==> config.mk <==
export PLATFORM = sky130hd
export DESIGN_NAME = mem_arb_flat
export DESIGN_NICKNAME = d
export VERILOG_FILES = /design/src/rtl/mem_arb_pkg.sv /design/src/rtl/mem_arb_if.sv /design/src/rtl/mem_arb_cnt.sv /design/src/rtl/mem_arb.sv /design/src/flat_wrapper.sv
export SDC_FILE = /design/constraint.sdc
export NUM_CORES = 1
export LEC_CHECK = 0
export BUFFER_PORTS_ARGS = -buffer_cell sky130_fd_sc_hd__buf_2
export CAP_MARGIN = 5
export CORE_MARGIN = 1
export CORE_UTILIZATION = 47
export DETAILED_ROUTE_END_ITERATION = 10
export PLACE_DENSITY = 0.82
export SLEW_MARGIN = 40
export SYNTH_ARGS = -nofsm -noshare
export SYNTH_HDL_FRONTEND = slang
export SYNTH_HIERARCHICAL = 1
export SYNTH_SLANG_ARGS = --single-unit
==> constraint.sdc <==
create_clock -name MEMARB_CLK -period 2.53 [get_ports MEMARB_CLK]
set_input_delay 0.759 -clock MEMARB_CLK [delete_from_list [all_inputs] [get_ports MEMARB_CLK]]
set_output_delay 0.759 -clock MEMARB_CLK [all_outputs]
set_load 0.005 [all_outputs]
==> src/rtl/mem_arb_pkg.sv <==
// Shared definitions for the instruction/data memory-port arbiter:
// state encoding, default limits and a counter sizing helper.
package mem_arb_pkg;

   typedef enum logic [1:0] {
      ST_IDLE  = 2'd0,
      ST_GNT_D = 2'd1,
      ST_GNT_I = 2'd2
   } arb_state_e;

   localparam int DEF_TIMEOUT = 16;
   localparam int DEF_STARVE  = 4;

   function automatic int cnt_width(input int max_val);
      return (max_val < 2) ? 1 : $clog2(max_val + 1);
   endfunction

endpackage

==> src/rtl/mem_arb_if.sv <==
// Pipeline-side requests and shared memory-port command/response bundle.
// slave = arbiter view, master = pipeline/memory environment view.
interface mem_arb_if #(
   parameter int WIDTH = 32
) ();

   logic             MEMARB_IfReq;
   logic [WIDTH-1:0] MEMARB_IfAddr;
   logic             MEMARB_MemWriteM;
   logic             MEMARB_MemToRegM;
   logic [WIDTH-1:0] MEMARB_AluOutM;
   logic [WIDTH-1:0] MEMARB_WriteDataM;
   logic             MEMARB_MemAck;
   logic [WIDTH-1:0] MEMARB_MemRdata;

   logic             MEMARB_MemReq;
   logic             MEMARB_MemWe;
   logic [WIDTH-1:0] MEMARB_MemAddr;
   logic [WIDTH-1:0] MEMARB_MemWdata;
   logic             MEMARB_IfDone;
   logic             MEMARB_DDone;
   logic [WIDTH-1:0] MEMARB_IfRdata;
   logic [WIDTH-1:0] MEMARB_DRdata;
   logic             MEMARB_StallF;
   logic             MEMARB_StallM;
   logic             MEMARB_Err;

   modport slave (
      input  MEMARB_IfReq, MEMARB_IfAddr, MEMARB_MemWriteM, MEMARB_MemToRegM,
             MEMARB_AluOutM, MEMARB_WriteDataM, MEMARB_MemAck, MEMARB_MemRdata,
      output MEMARB_MemReq, MEMARB_MemWe, MEMARB_MemAddr, MEMARB_MemWdata,
             MEMARB_IfDone, MEMARB_DDone, MEMARB_IfRdata, MEMARB_DRdata,
             MEMARB_StallF, MEMARB_StallM, MEMARB_Err
   );

   modport master (
      output MEMARB_IfReq, MEMARB_IfAddr, MEMARB_MemWriteM, MEMARB_MemToRegM,
             MEMARB_AluOutM, MEMARB_WriteDataM, MEMARB_MemAck, MEMARB_MemRdata,
      input  MEMARB_MemReq, MEMARB_MemWe, MEMARB_MemAddr, MEMARB_MemWdata,
             MEMARB_IfDone, MEMARB_DDone, MEMARB_IfRdata, MEMARB_DRdata,
             MEMARB_StallF, MEMARB_StallM, MEMARB_Err
   );

endinterface

==> src/rtl/mem_arb_cnt.sv <==
// Saturating up-counter with synchronous clear; o_max flags the saturation value.
module mem_arb_cnt
   import mem_arb_pkg::*;
#(
   parameter int MAX = DEF_STARVE
) (
   input  logic i_clk,
   input  logic i_rst_n,
   input  logic i_clr,
   input  logic i_inc,
   output logic o_max
);

   localparam int           W     = cnt_width(MAX);
   localparam logic [W-1:0] MAX_V = W'(MAX);

   logic [W-1:0] r_cnt;

   always_ff @(posedge i_clk or negedge i_rst_n) begin
      if (!i_rst_n) begin
         r_cnt <= '0;
      end else if (i_clr) begin
         r_cnt <= '0;
      end else if (i_inc && (r_cnt != MAX_V)) begin
         r_cnt <= r_cnt + W'(1);
      end
   end

   assign o_max = (r_cnt == MAX_V);

endmodule

==> src/rtl/mem_arb.sv <==
// Arbiter sharing one memory port between instruction fetch and the memory stage.
//   state    | meaning
//   ST_IDLE  | no command on the port; pick an eligible requester
//   ST_GNT_D | data (load/store) command held until ack or timeout
//   ST_GNT_I | fetch read command held until ack or timeout
module mem_arb
   import mem_arb_pkg::*;
#(
   parameter int WIDTH   = 32,
   parameter int TIMEOUT = DEF_TIMEOUT,
   parameter int STARVE  = DEF_STARVE
) (
   input  logic     MEMARB_CLK,
   input  logic     MEMARB_RST,
   mem_arb_if.slave bus
);

   arb_state_e       r_state;
   logic             r_mem_we;
   logic             r_if_done;
   logic             r_d_done;
   logic             r_err;
   logic [WIDTH-1:0] r_mem_addr;
   logic [WIDTH-1:0] r_mem_wdata;
   logic [WIDTH-1:0] r_if_rdata;
   logic [WIDTH-1:0] r_d_rdata;

   logic w_dreq;
   logic w_idle;
   logic w_gnt;
   logic w_d_elig;
   logic w_i_elig;
   logic w_pick_d;
   logic w_pick_i;
   logic w_starved;
   logic w_to_last;
   logic w_starve_clr;

   assign w_dreq   = bus.MEMARB_MemWriteM | bus.MEMARB_MemToRegM;
   assign w_idle   = (r_state == ST_IDLE);
   assign w_gnt    = ~w_idle;
   // A requester whose Done is showing is still holding its old request.
   assign w_d_elig = w_dreq & ~r_d_done;
   assign w_i_elig = bus.MEMARB_IfReq & ~r_if_done;
   assign w_pick_d = w_idle & w_d_elig & ~(w_i_elig & w_starved);
   assign w_pick_i = w_idle & w_i_elig & ~w_pick_d;

   assign w_starve_clr = ~bus.MEMARB_IfReq | w_pick_i;

   mem_arb_cnt #(.MAX(STARVE)) u_starve (
      .i_clk   (MEMARB_CLK),
      .i_rst_n (MEMARB_RST),
      .i_clr   (w_starve_clr),
      .i_inc   (w_pick_d),
      .o_max   (w_starved)
   );

   // Saturates on the last permitted grant cycle, so o_max marks the timeout cycle.
   mem_arb_cnt #(.MAX(TIMEOUT - 1)) u_timeout (
      .i_clk   (MEMARB_CLK),
      .i_rst_n (MEMARB_RST),
      .i_clr   (w_idle),
      .i_inc   (w_gnt),
      .o_max   (w_to_last)
   );

   always_ff @(posedge MEMARB_CLK or negedge MEMARB_RST) begin
      if (!MEMARB_RST) begin
         r_state     <= ST_IDLE;
         r_mem_we    <= 1'b0;
         r_mem_addr  <= '0;
         r_mem_wdata <= '0;
         r_if_done   <= 1'b0;
         r_d_done    <= 1'b0;
         r_if_rdata  <= '0;
         r_d_rdata   <= '0;
         r_err       <= 1'b0;
      end else begin
         r_if_done <= 1'b0;
         r_d_done  <= 1'b0;
         case (r_state)
            ST_IDLE: begin
               if (w_pick_d) begin
                  r_state     <= ST_GNT_D;
                  r_mem_addr  <= bus.MEMARB_AluOutM;
                  r_mem_we    <= bus.MEMARB_MemWriteM;
                  r_mem_wdata <= bus.MEMARB_WriteDataM;
               end else if (w_pick_i) begin
                  r_state     <= ST_GNT_I;
                  r_mem_addr  <= bus.MEMARB_IfAddr;
                  r_mem_we    <= 1'b0;
                  r_mem_wdata <= '0;
               end
            end
            ST_GNT_D: begin
               if (bus.MEMARB_MemAck) begin
                  r_state  <= ST_IDLE;
                  r_d_done <= 1'b1;
                  r_mem_we <= 1'b0;
                  if (!r_mem_we) begin
                     r_d_rdata <= bus.MEMARB_MemRdata;
                  end
               end else if (w_to_last) begin
                  r_state   <= ST_IDLE;
                  r_d_done  <= 1'b1;
                  r_mem_we  <= 1'b0;
                  r_d_rdata <= '0;
                  r_err     <= 1'b1;
               end
            end
            ST_GNT_I: begin
               if (bus.MEMARB_MemAck) begin
                  r_state    <= ST_IDLE;
                  r_if_done  <= 1'b1;
                  r_if_rdata <= bus.MEMARB_MemRdata;
               end else if (w_to_last) begin
                  r_state    <= ST_IDLE;
                  r_if_done  <= 1'b1;
                  r_if_rdata <= '0;
                  r_err      <= 1'b1;
               end
            end
            default: begin
               r_state <= ST_IDLE;
            end
         endcase
      end
   end

   assign bus.MEMARB_MemReq   = w_gnt;
   assign bus.MEMARB_MemWe    = r_mem_we;
   assign bus.MEMARB_MemAddr  = r_mem_addr;
   assign bus.MEMARB_MemWdata = r_mem_wdata;
   assign bus.MEMARB_IfDone   = r_if_done;
   assign bus.MEMARB_DDone    = r_d_done;
   assign bus.MEMARB_IfRdata  = r_if_rdata;
   assign bus.MEMARB_DRdata   = r_d_rdata;
   assign bus.MEMARB_Err      = r_err;
   assign bus.MEMARB_StallM   = w_dreq & ~r_d_done;
   assign bus.MEMARB_StallF   = (bus.MEMARB_IfReq & ~r_if_done) | (w_dreq & ~r_d_done);

endmodule

==> src/flat_wrapper.sv <==
// flat-port wrapper written by rule: the top's interface ports become plain ports
module mem_arb_flat import mem_arb_pkg::*;
#(
   parameter int WIDTH   = 32,
   parameter int TIMEOUT = DEF_TIMEOUT,
   parameter int STARVE  = DEF_STARVE
)
  (MEMARB_CLK, MEMARB_RST, bus_MEMARB_IfReq, bus_MEMARB_IfAddr, bus_MEMARB_MemWriteM, bus_MEMARB_MemToRegM, bus_MEMARB_AluOutM, bus_MEMARB_WriteDataM, bus_MEMARB_MemAck, bus_MEMARB_MemRdata, bus_MEMARB_MemReq, bus_MEMARB_MemWe, bus_MEMARB_MemAddr, bus_MEMARB_MemWdata, bus_MEMARB_IfDone, bus_MEMARB_DDone, bus_MEMARB_IfRdata, bus_MEMARB_DRdata, bus_MEMARB_StallF, bus_MEMARB_StallM, bus_MEMARB_Err);
  mem_arb_if #(.WIDTH(WIDTH)) bus_i ();
  input  logic MEMARB_CLK;
  input  logic MEMARB_RST;
  input wire logic [$bits(bus_i.MEMARB_IfReq)-1:0] bus_MEMARB_IfReq;
  input wire logic [$bits(bus_i.MEMARB_IfAddr)-1:0] bus_MEMARB_IfAddr;
  input wire logic [$bits(bus_i.MEMARB_MemWriteM)-1:0] bus_MEMARB_MemWriteM;
  input wire logic [$bits(bus_i.MEMARB_MemToRegM)-1:0] bus_MEMARB_MemToRegM;
  input wire logic [$bits(bus_i.MEMARB_AluOutM)-1:0] bus_MEMARB_AluOutM;
  input wire logic [$bits(bus_i.MEMARB_WriteDataM)-1:0] bus_MEMARB_WriteDataM;
  input wire logic [$bits(bus_i.MEMARB_MemAck)-1:0] bus_MEMARB_MemAck;
  input wire logic [$bits(bus_i.MEMARB_MemRdata)-1:0] bus_MEMARB_MemRdata;
  output wire logic [$bits(bus_i.MEMARB_MemReq)-1:0] bus_MEMARB_MemReq;
  output wire logic [$bits(bus_i.MEMARB_MemWe)-1:0] bus_MEMARB_MemWe;
  output wire logic [$bits(bus_i.MEMARB_MemAddr)-1:0] bus_MEMARB_MemAddr;
  output wire logic [$bits(bus_i.MEMARB_MemWdata)-1:0] bus_MEMARB_MemWdata;
  output wire logic [$bits(bus_i.MEMARB_IfDone)-1:0] bus_MEMARB_IfDone;
  output wire logic [$bits(bus_i.MEMARB_DDone)-1:0] bus_MEMARB_DDone;
  output wire logic [$bits(bus_i.MEMARB_IfRdata)-1:0] bus_MEMARB_IfRdata;
  output wire logic [$bits(bus_i.MEMARB_DRdata)-1:0] bus_MEMARB_DRdata;
  output wire logic [$bits(bus_i.MEMARB_StallF)-1:0] bus_MEMARB_StallF;
  output wire logic [$bits(bus_i.MEMARB_StallM)-1:0] bus_MEMARB_StallM;
  output wire logic [$bits(bus_i.MEMARB_Err)-1:0] bus_MEMARB_Err;
  assign bus_i.MEMARB_IfReq = bus_MEMARB_IfReq;
  assign bus_i.MEMARB_IfAddr = bus_MEMARB_IfAddr;
  assign bus_i.MEMARB_MemWriteM = bus_MEMARB_MemWriteM;
  assign bus_i.MEMARB_MemToRegM = bus_MEMARB_MemToRegM;
  assign bus_i.MEMARB_AluOutM = bus_MEMARB_AluOutM;
  assign bus_i.MEMARB_WriteDataM = bus_MEMARB_WriteDataM;
  assign bus_i.MEMARB_MemAck = bus_MEMARB_MemAck;
  assign bus_i.MEMARB_MemRdata = bus_MEMARB_MemRdata;
  assign bus_MEMARB_MemReq = bus_i.MEMARB_MemReq;
  assign bus_MEMARB_MemWe = bus_i.MEMARB_MemWe;
  assign bus_MEMARB_MemAddr = bus_i.MEMARB_MemAddr;
  assign bus_MEMARB_MemWdata = bus_i.MEMARB_MemWdata;
  assign bus_MEMARB_IfDone = bus_i.MEMARB_IfDone;
  assign bus_MEMARB_DDone = bus_i.MEMARB_DDone;
  assign bus_MEMARB_IfRdata = bus_i.MEMARB_IfRdata;
  assign bus_MEMARB_DRdata = bus_i.MEMARB_DRdata;
  assign bus_MEMARB_StallF = bus_i.MEMARB_StallF;
  assign bus_MEMARB_StallM = bus_i.MEMARB_StallM;
  assign bus_MEMARB_Err = bus_i.MEMARB_Err;
  mem_arb #(.WIDTH(WIDTH), .TIMEOUT(TIMEOUT), .STARVE(STARVE)) u_core (.MEMARB_CLK(MEMARB_CLK), .MEMARB_RST(MEMARB_RST), .bus(bus_i));
endmodule
==> results of run 1 <==
==> metrics by stage <==
stage	util	std cells
after floorplan	-	497
after global placement	0.603	887
after detailed placement	0.603	887
after CTS	0.651	918
after global routing	0.651	918
final	0.651	918
==> worst reg2reg max path, delay by kind of cell, from the launching register on <==
family        cells  cell delay, ns
fa+ha+maj         1            0.32
buf+inv           4            0.78
flops             1            0.38
simple gates      3            0.50
==> worst max path at each step <==
stage | depth (start not counted) | to | start
after floorplan | 7 | u_core/u_starve/r_cnt[0] | bus_MEMARB_MemWriteM
after global placement | 8 | u_core/u_starve/r_cnt[2] | bus_MEMARB_MemWriteM
after detailed placement | 8 | u_core/u_starve/r_cnt[2] | bus_MEMARB_MemWriteM
after CTS | 4 | bus_MEMARB_MemReq | u_core/r_state[1]
after global routing | 4 | bus_MEMARB_MemReq | u_core/r_state[1]
final | 4 | bus_MEMARB_MemReq | u_core/r_state[1]
==> routing by layer <==
metal  part of all wire  GRT usage
met1               0.40      0.290
met2               0.53      0.425
met3              0.054     0.0509
met4              0.020     0.0965
met5                  0          0
==> flip-flops by register name, summed over array words and instances, names as in the netlist, 2 cells and up <==
name and cells:
u_core/bus.MEMARB_DRdata 32, u_core/bus.MEMARB_IfRdata 32, u_core/bus.MEMARB_MemAddr 32, u_core/bus.MEMARB_MemWdata 32, u_core/r_state 2, u_core/u_starve/r_cnt 3
u_core/u_timeout/r_cnt 4
==> logic make-up (layout without fill, tap and decap cells) <==
kind of cell,after synthesis,in the layout,share of synthesized area
buffers and inverters,44,318,0.0413
flip-flops,141,141,0.610
AND/OR/NAND/NOR,124,124,0.0954
AO/OA/AOI/OAI,146,146,0.177
adder cells (fa/ha/maj),6,6,0.0130
multiplexers,36,36,0.0640
==> power by group through the flow <==
stage / clock (µW) / sequential, µW / combinational (µW)
3_3_place_gp: 0 / 3800 / 3700
6_report: 2470 / 3850 / 3850
4_1_cts: 2510 / 3850 / 3880
5_1_grt: 2610 / 3970 / 4220
2_1_floorplan: 0 / 3900 / 2220
3_5_place_dp: 0 / 3850 / 3880
==> area by class of cell <==
class | count | area [µm²]
Clock buffer | 24 | 472
Clock inverter | 7 | 113
Fill cell | 948 | 4190
Inverter | 10 | 37.5
Multi-Input combinational cell | 312 | 2020
Sequential cell | 141 | 3530
Tap cell | 147 | 184
Timing Repair Buffer | 277 | 1470
==> placed cells by master, fill, tap and decap left out, types with 3 or more instances in the layout <==
cell	n
buf_2	267
dfrtp_1	141
nand2_1	97
a22o_1	64
o21ai_0	52
mux2i_1	34
clkbuf_16	17
o21ai_1	17
inv_1	8
ha_1	6
clkbuf_1	5
nand2b_1	5
nor2_1	5
buf_4	5
a21oi_1	4
buf_12	4
bufinv_16	3
clkinv_2	3
nor2b_1	3
nor3_1	3
==> run_results.csv, run 1 <==
group,metric,value,unit
cts,cts.sink_count,141,
yosys,synth_most_common_cell,"dfrtp_1",
grt,grt_remaining_overflow,0,
timing,final_hold_viol_count,0,
placed_design,pre_cts_ws,0.329,ns
cells_and_area,n_antenna_cell,0,
critical_path,crit_buf_inv,3,
run,cap_viol_max_count,0,
critical_path,max_stage_delay,0.38,ns
power_and_ir_drop,swShare,0.338,
yosys,ys_seq_area_frac,0.610,
yosys,synth.top_cell.area_share,0.610,
critical_path,r2r-end,"u_core/u_starve/r_cnt[2]",
power_and_ir_drop,seqPwrFrac,0.379,
power_and_ir_drop,internal-power,6730,µW
power_and_ir_drop,peakVddDrop,793,µV
timing,rsz0062_at_grt,"false",
placed_design,place.gp.congestion,0.872,
die,die_y,113,µm
power_and_ir_drop,power.leakage,0.00424,µW
timing,slew_headroom,0.565,
yosys,synthDistinctLibCells,36,
timing,fin_setup_tns,0,ns
yosys,synth.largest_area_cell,"dfrtp_1",
power_and_ir_drop,power.switching,3440,µW
placed_design,port_buffers,268,
grt,grt_pass1_wl,23800,µm
critical_path,cpLargestDelayFamily,"buffers and inverters",
yosys,synthCells,497,
grt,grt_util_all_layers,0.241,
route,vias_per_cell,5.22,
yosys,synth_area_leaders,"dfrtp_1, a22o_1, nand2_1",
critical_path,setup.worst_path.start_class,"flop",
power_and_ir_drop,power.density,1300,nW/µm²
timing,fin_skew,0.00431,ns
critical_path,critPathKind,"reg2out",
yosys,synth_edf_count,0,
cells_and_area,finalInstanceArea,7820,µm²
cts,post_cts_buffers,0,
critical_path,r2r-start,"u_core/r_state[1]",
yosys,syn_nets,637,
run_status,status,"completed",
die,rows,40,
cts,clkLatencyLatePin,0.41,ns
yosys,synth_commonest_cells,"dfrtp_1, nand2_1, a22o_1, o21ai_0, mux2i_1",
cts,hold_buffers,0,
placed_design,place_area,7240,µm²
route,ant_nets,0,
yosys,synth_flop_cell,"dfrtp_1",
critical_path,worst-r2r-cell-count,8,
yosys,synth-seq-cells,141,
timing,fin_crit,2.33,ns
cts,ctsResizeCount,0,
timing,finalMaxSlewViolations,0,
die,initial_utilization,0.482,
critical_path,crit_chain,"inv_1, ha_1, inv_1, buf_2",
yosys,yosysWarningCount,6,
cells_and_area,layout.nets,899,
die,core_area,12000,µm²
route,wire_per_inst,16.5,µm
route,vias,4793,
power_and_ir_drop,power,10200,µW
cts,clk_pin_slew_worst_paths,0.06,ns
cts,clk_path_buf_depth,2,
placed_design,hpwl,10900,µm
cts,cts_root_buf,"clkbuf_16",
cells_and_area,drive_gt1_frac,0.411,
yosys,syn_area_per_cell,11.6,µm²
route,drtIter0Drc,331,
critical_path,cp.required,1.77,ns
power_and_ir_drop,p_clk_frac,0.243,
timing,finalSetupViolCount,0,
critical_path,crit_top_cell,"inv_1",
grt,grt_pass1_vias,4761,
critical_path,cp-end-kind,"output pin",
timing,layout_setup_ws,0.199,ns
grt,grt_max_degree,91,
critical_path,ff2ff_setup_slack,0.41,ns
min_path,hold_path_class,"in2async",
cts,numCtsBuffers,17,
critical_path,crit_slowest_cell,"dfrtp_1",
timing,tightest_slew,0.652,ns
timing,max_freq,429,MHz
cells_and_area,areaGrowthSynthToFinish,35.2,%
timing,period_share,0.921,
yosys,synth_area,5790,µm²
die,die_x,113,µm
grt,antenna_found_initial,0,
cts,cts_tree,"built",
power_and_ir_drop,comb_power_share,0.378,
die,fp.dieArea,12800,µm²
cts,htree_levels,4,
critical_path,cp_data_arrival_time,1.57,ns
route,drc_errors,0,
critical_path,path_max_fanout,8,
yosys,synthArstFlopShare,1.00,
route,drt_wl_total,15100,µm
die,pin_count,269,
route,drtPass1Iterations,5,
timing,holdWs,0.282,ns
Power figures use the tool's default switching activity.
==> run 2: changes to the inputs <==
SYNTH_HIERARCHICAL = not set   (was 1)
==> run 2 against run 1 <==
Effect of this change: first-iteration DRC count grew 15%; via count up 2.0%; sequential share of layout area up 0.17 points; clock power fell by 8.1%; die area up 0.41%; non-clock buffer count rose by 2; sequential power about the same; register-to-register slack better by 0.31 ns; worst hold slack worse by 0.0052 ns; setup slack improved by 0.010 ns; wire length is 0.49% lower; final area is 0.37% lower.
==> run_results.csv, run 2 <==
group,metric,value,unit
cts,cts_root_buf,"clkbuf_16",
yosys,synthArstFlopShare,1.00,
die,fp.dieArea,12800,µm²
power_and_ir_drop,internal-power,6380,µW
yosys,syn_nets,645,
yosys,synth.largest_area_cell,"dfrtp_1",
die,pin_count,269,
cts,cts.sink_count,141,
power_and_ir_drop,power.density,1270,nW/µm²
die,initial_utilization,0.484,
cells_and_area,areaGrowthSynthToFinish,34.2,%
critical_path,cp-end-kind,"output pin",
route,wire_per_inst,16.3,µm
route,vias,4889,
placed_design,hpwl,11000,µm
route,drtIter0Drc,381,
route,drt_wl_total,15100,µm
die,rows,40,
power_and_ir_drop,comb_power_share,0.386,
power_and_ir_drop,power,9920,µW
placed_design,place.gp.congestion,0.809,
yosys,synth_most_common_cell,"dfrtp_1",
die,die_x,113,µm
placed_design,port_buffers,268,
critical_path,path_max_fanout,12,
cts,cts_tree,"built",
timing,tightest_slew,0.530,ns
yosys,synth_flop_cell,"dfrtp_1",
power_and_ir_drop,power.switching,3540,µW
cts,htree_levels,4,
min_path,hold_path_class,"in2async",
cts,clk_path_buf_depth,2,
cells_and_area,layout.nets,907,
timing,fin_skew,0.00576,ns
critical_path,setup.worst_path.start_class,"flop",
yosys,synthCells,505,
cells_and_area,final_cell_mix,"buf_2, dfrtp_1, nand2_1",
grt,antenna_found_initial,0,
cells_and_area,finalInstanceArea,7790,µm²
timing,fin_crit,2.32,ns
yosys,synth_area_leaders,"dfrtp_1, a22o_1, nand2_1",
route,vias_per_cell,5.27,
run,cap_viol_max_count,0,
placed_design,place_area,7240,µm²
route,drc_errors,0,
timing,period_share,0.917,
yosys,synth_commonest_cells,"dfrtp_1, nand2_1, a22o_1, o21ai_0, mux2i_1",
route,drtPass1Iterations,5,
yosys,synth_edf_count,0,
timing,rsz0062_at_grt,"false",
power_and_ir_drop,power.leakage,0.00421,µW
yosys,synth_area,5810,µm²
grt,grt_max_degree,97,
power_and_ir_drop,seqPwrFrac,0.385,
grt,grt_remaining_overflow,0,
grt,grt_pass1_vias,4853,
die,die_y,113,µm
cells_and_area,final_common_cell,"buf_2",
power_and_ir_drop,swShare,0.357,
critical_path,critPathKind,"reg2out",
yosys,ys_seq_area_frac,0.607,
critical_path,cp_data_arrival_time,1.56,ns
yosys,synthDistinctLibCells,37,
timing,final_hold_viol_count,0,
cts,clkLatencyLatePin,0.42,ns
cells_and_area,fillCellCount,965,
timing,fin_setup_tns,0,ns
power_and_ir_drop,peakVddDrop,717,µV
grt,grt_util_all_layers,0.241,
yosys,synth.top_cell.area_share,0.607,
cts,clk_pin_slew_worst_paths,0.06,ns
timing,max_freq,431,MHz
cts,numCtsBuffers,17,
yosys,syn_area_per_cell,11.5,µm²
cts,post_cts_buffers,0,
yosys,yosysWarningCount,0,
cells_and_area,drive_gt1_frac,0.412,
placed_design,placed_cells_incl_taps,895,
power_and_ir_drop,p_clk_frac,0.229,
yosys,synth-seq-cells,141,
grt,grt_pass1_wl,23700,µm
run_status,status,"completed",
route,ant_nets,0,
critical_path,cp.required,1.77,ns
die,core_area,12000,µm²
cells_and_area,stdcell_count,927,
timing,finalSetupViolCount,0,
cells_and_area,n_antenna_cell,0,
timing,finalMaxSlewViolations,0,
timing,slew_headroom,0.646,
[run 2: cells by family after synthesis]
family          after synthesis  share of synthesized area
flops                       141                      0.607
mux                          33                     0.0571
xor+xnor                      1                    0.00151
buf+inv                      45                     0.0482
simple gates                132                     0.0988
compound gates              147                      0.174
fa+ha+maj                     6                     0.0129
[run 2: layout make-up]
type	instances	area [µm²]	area share
tap	147	184	0.0236
sequential	141	3530	0.453
inverter	9	33.8	0.00433
clock buffer	18	439	0.0563
timing repair buffer	279	1480	0.190
clock inverter	14	110	0.0141
multi-input combinational	319	2020	0.259
[run 2: power by group through the flow]
stage | logic [µW] | registers, µW | clock network, µW
after floorplan | 2310 | 3880 | 0
after global placement | 3700 | 3780 | 0
after detailed placement | 3880 | 3820 | 0
after CTS | 3870 | 3810 | 2320
after global routing | 4260 | 3930 | 2410
final | 3820 | 3820 | 2270
[run 2: timing repair]
action	CTS	global route
setup endpoints to repair	0	1
hold buffers	0	0
gates resized for setup	0	1
[run 2: per-stage QoR]
stage,hold WS [ns],setup WS [ns],util
2_1_floorplan,0.463,0.725,-
6_report,0.277,0.210,0.649
3_3_place_gp,0.456,0.478,0.603
3_5_place_dp,0.460,0.390,0.603
4_1_cts,0.300,0.0113,0.649
5_1_grt,0.307,0.102,0.649
[run 2: worst max-delay path, stage by stage (launching register included)]
cell and delay, ns:
dfrtp_1 0.39, inv_1 0.11, ha_2 0.37, inv_1 0.13
buf_2 0.15
[run 2: layer usage]
layer	wire length, µm	global-route usage
met1	6150	0.287
met2	7370	0.400
met3	1160	0.0734
met4	385	0.116
met5	0	0
[run 2: final timing paths]
| check | start | end | slack (ns) | depth (start not counted) |
|---|---|---|---|---|
| worst max-delay path | u_core.r_state[1] | bus_MEMARB_MemReq | 0.21 | 4 |
| worst min-delay path | MEMARB_RST | u_core.bus.MEMARB_MemAddr[8] | 0.28 | 1 |
| worst max register to register | u_core.r_state[1] | u_core.bus.MEMARB_MemAddr[3] | 0.72 | 6 |
| worst min register to register | u_core.bus.MEMARB_DRdata[9] | u_core.bus.MEMARB_DRdata[9] | 0.47 | 2 |
| max in group asynchronous | MEMARB_RST | u_core.bus.MEMARB_MemWdata[30] | 1.55 | 2 |
| min in group MEMARB_CLK | u_core.bus.MEMARB_DRdata[9] | u_core.bus.MEMARB_DRdata[9] | 0.47 | 2 |
==> run 3: changes to the inputs <==
BUFFER_PORTS_ARGS = -buffer_cell sky130_fd_sc_hd__buf_4   (was -buffer_cell sky130_fd_sc_hd__buf_2)
==> run 3 against run 2 <==
Effect of this change: sequential share of layout area down 4.3 points; sequential cell count unchanged; setup slack better by 0.22 ns; sequential power up 2%; largest power group is now combinational logic; fmax up 11%.
==> run_results.csv, run 3 (synthesis gave the netlist of run 2 again) <==
group,metric,value,unit
run_status,status,"completed",
critical_path,r2r-end,"u_core.bus.MEMARB_MemAddr[7]",
timing,fin_skew,0.00697,ns
placed_design,pre_cts_ws,0.392,ns
cells_and_area,fillCellCount,861,
route,drc_errors,0,
cts,hold_buffers,0,
timing,rsz0062_at_grt,"false",
power_and_ir_drop,internal-power,7410,µW
run,cap_viol_max_count,0,
route,drt_wl_total,16400,µm
die,die_y,113,µm
critical_path,r2r-start,"u_core.u_starve.r_cnt[0]",
critical_path,cp-end-kind,"output pin",
power_and_ir_drop,power.leakage,0.00447,µW
timing,layout_setup_ws,0.434,ns
timing,finalMaxSlewViolations,0,
cts,ctsResizeCount,0,
cells_and_area,final_common_cell,"buf_4",
placed_design,place.gp.congestion,0.805,
die,pin_count,269,
cts,numCtsBuffers,17,
critical_path,setup.worst_path.start_class,"flop",
die,initial_utilization,0.484,
power_and_ir_drop,swShare,0.331,
power_and_ir_drop,power,11100,µW
critical_path,max_stage_delay,0.40,ns
timing,tightest_slew,0.575,ns
critical_path,cpLargestDelayFamily,"flip-flops",
grt,grt_remaining_overflow,0,
cts,cts_tree,"built",
timing,slew_headroom,0.617,
cells_and_area,n_antenna_cell,0,
critical_path,cp.required,1.77,ns
route,drtPass1Iterations,4,
critical_path,path_max_fanout,3,
cts,clkLatencyLatePin,0.42,ns
timing,period_share,0.829,
grt,antenna_found_initial,0,
critical_path,ff2ff_setup_slack,0.75,ns
timing,fin_setup_tns,0,ns
critical_path,cp_data_arrival_time,1.34,ns
power_and_ir_drop,seqPwrFrac,0.351,
critical_path,crit_top_cell,"inv_1",
cts,clk_path_buf_depth,2,
placed_design,port_buffers,268,
power_and_ir_drop,power.switching,3660,µW
route,wire_per_inst,17.5,µm
die,die_x,113,µm
critical_path,crit_slowest_cell,"dfrtp_1",
cts,clk_pin_slew_worst_paths,0.06,ns
timing,finalSetupViolCount,0,
placed_design,hpwl,11600,µm
grt,grt_util_all_layers,0.264,
cells_and_area,areaGrowthSynthToFinish,48.3,%
power_and_ir_drop,peakVddDrop,831,µV
grt,grt_max_degree,65,
cells_and_area,seq_area,3530,µm²
route,vias,4938,
cells_and_area,finalInstanceArea,8620,µm²
power_and_ir_drop,comb_power_share,0.420,
min_path,hold_path_class,"in2async",
power_and_ir_drop,power.density,1280,nW/µm²
placed_design,place_area,8010,µm²
route,drtIter0Drc,337,
route,ant_nets,0,
cells_and_area,multi_input_area,2020,µm²
die,core_area,12000,µm²
die,fp.dieArea,12800,µm²
cts,htree_levels,4,
cells_and_area,final_cell_mix,"buf_4, dfrtp_1, nand2_1",
timing,final_hold_viol_count,0,
route,vias_per_cell,5.29,
cells_and_area,layout.nets,915,
power_and_ir_drop,p_clk_frac,0.229,
critical_path,crit_buf_inv,3,
cells_and_area,drive_gt1_frac,0.414,
critical_path,worst-r2r-cell-count,7,
timing,max_freq,477,MHz
critical_path,critPathKind,"reg2out",
grt,grt_pass1_vias,5173,
grt,grt_pass1_wl,25800,µm
cts,cts.sink_count,141,
timing,fin_crit,2.10,ns
cts,cts_root_buf,"clkbuf_16",
die,rows,40,
cts,post_cts_buffers,0,
critical_path,crit_chain,"inv_1, ha_1, inv_1, buf_4",
-- run 3: how the worst max path moves through the flow --
stage,startpoint,to,slack [ns],cells past startpoint
after detailed placement,bus_MEMARB_MemToRegM,u_core.bus.MEMARB_MemAddr[6],0.39,7
after global placement,bus_MEMARB_MemToRegM,bus_MEMARB_StallM,0.45,4
after global routing,u_core.r_state[1],bus_MEMARB_MemReq,0.39,4
final,u_core.r_state[1],bus_MEMARB_MemReq,0.43,4
after CTS,u_core.r_state[1],bus_MEMARB_MemReq,0.42,4
after floorplan,bus_MEMARB_IfReq,bus_MEMARB_StallF,0.73,3
-- run 3: power groups by stage --
stage / sequential [µW] / combinational (µW) / clock (µW)
2_1_floorplan: 3880 / 2310 / 0
3_3_place_gp: 3840 / 4480 / 0
3_5_place_dp: 3880 / 4660 / 0
4_1_cts: 3880 / 4700 / 2580
5_1_grt: 4000 / 5090 / 2670
6_report: 3890 / 4650 / 2530
-- run 3: per-stage QoR --
step            util  std cells  hold slack (ns)
2_1_floorplan      -        505            0.463
3_3_place_gp   0.667        903            0.463
3_5_place_dp   0.667        903            0.476
4_1_cts        0.718        934            0.333
5_1_grt        0.718        934            0.358
6_report       0.718        934            0.322
-- run 3: final cells by class --
class | instances | area share
inverter | 9 | 0.00392
clock buffer | 21 | 0.0546
clock inverter | 10 | 0.0161
multi-input combinational | 319 | 0.234
timing repair buffer | 287 | 0.261
tap | 147 | 0.0213
sequential | 141 | 0.409
-- run 3: worst register-to-register path: cells and delay by family (launching register included) --
kind,cells,cell delay [ns]
simple gates,2,0.27
flops,1,0.40
mux,1,0.32
fa+ha+maj,1,0.23
compound gates,1,0.12
buf+inv,2,0.32
-- run 3: layer usage --
metal,global-route usage,up-vias,part of all wire
met5,0,-,0
met4,0.100,0,0.021
met3,0.0932,26,0.090
met2,0.470,205,0.52
met1,0.289,2393,0.37
li1,-,2314,-
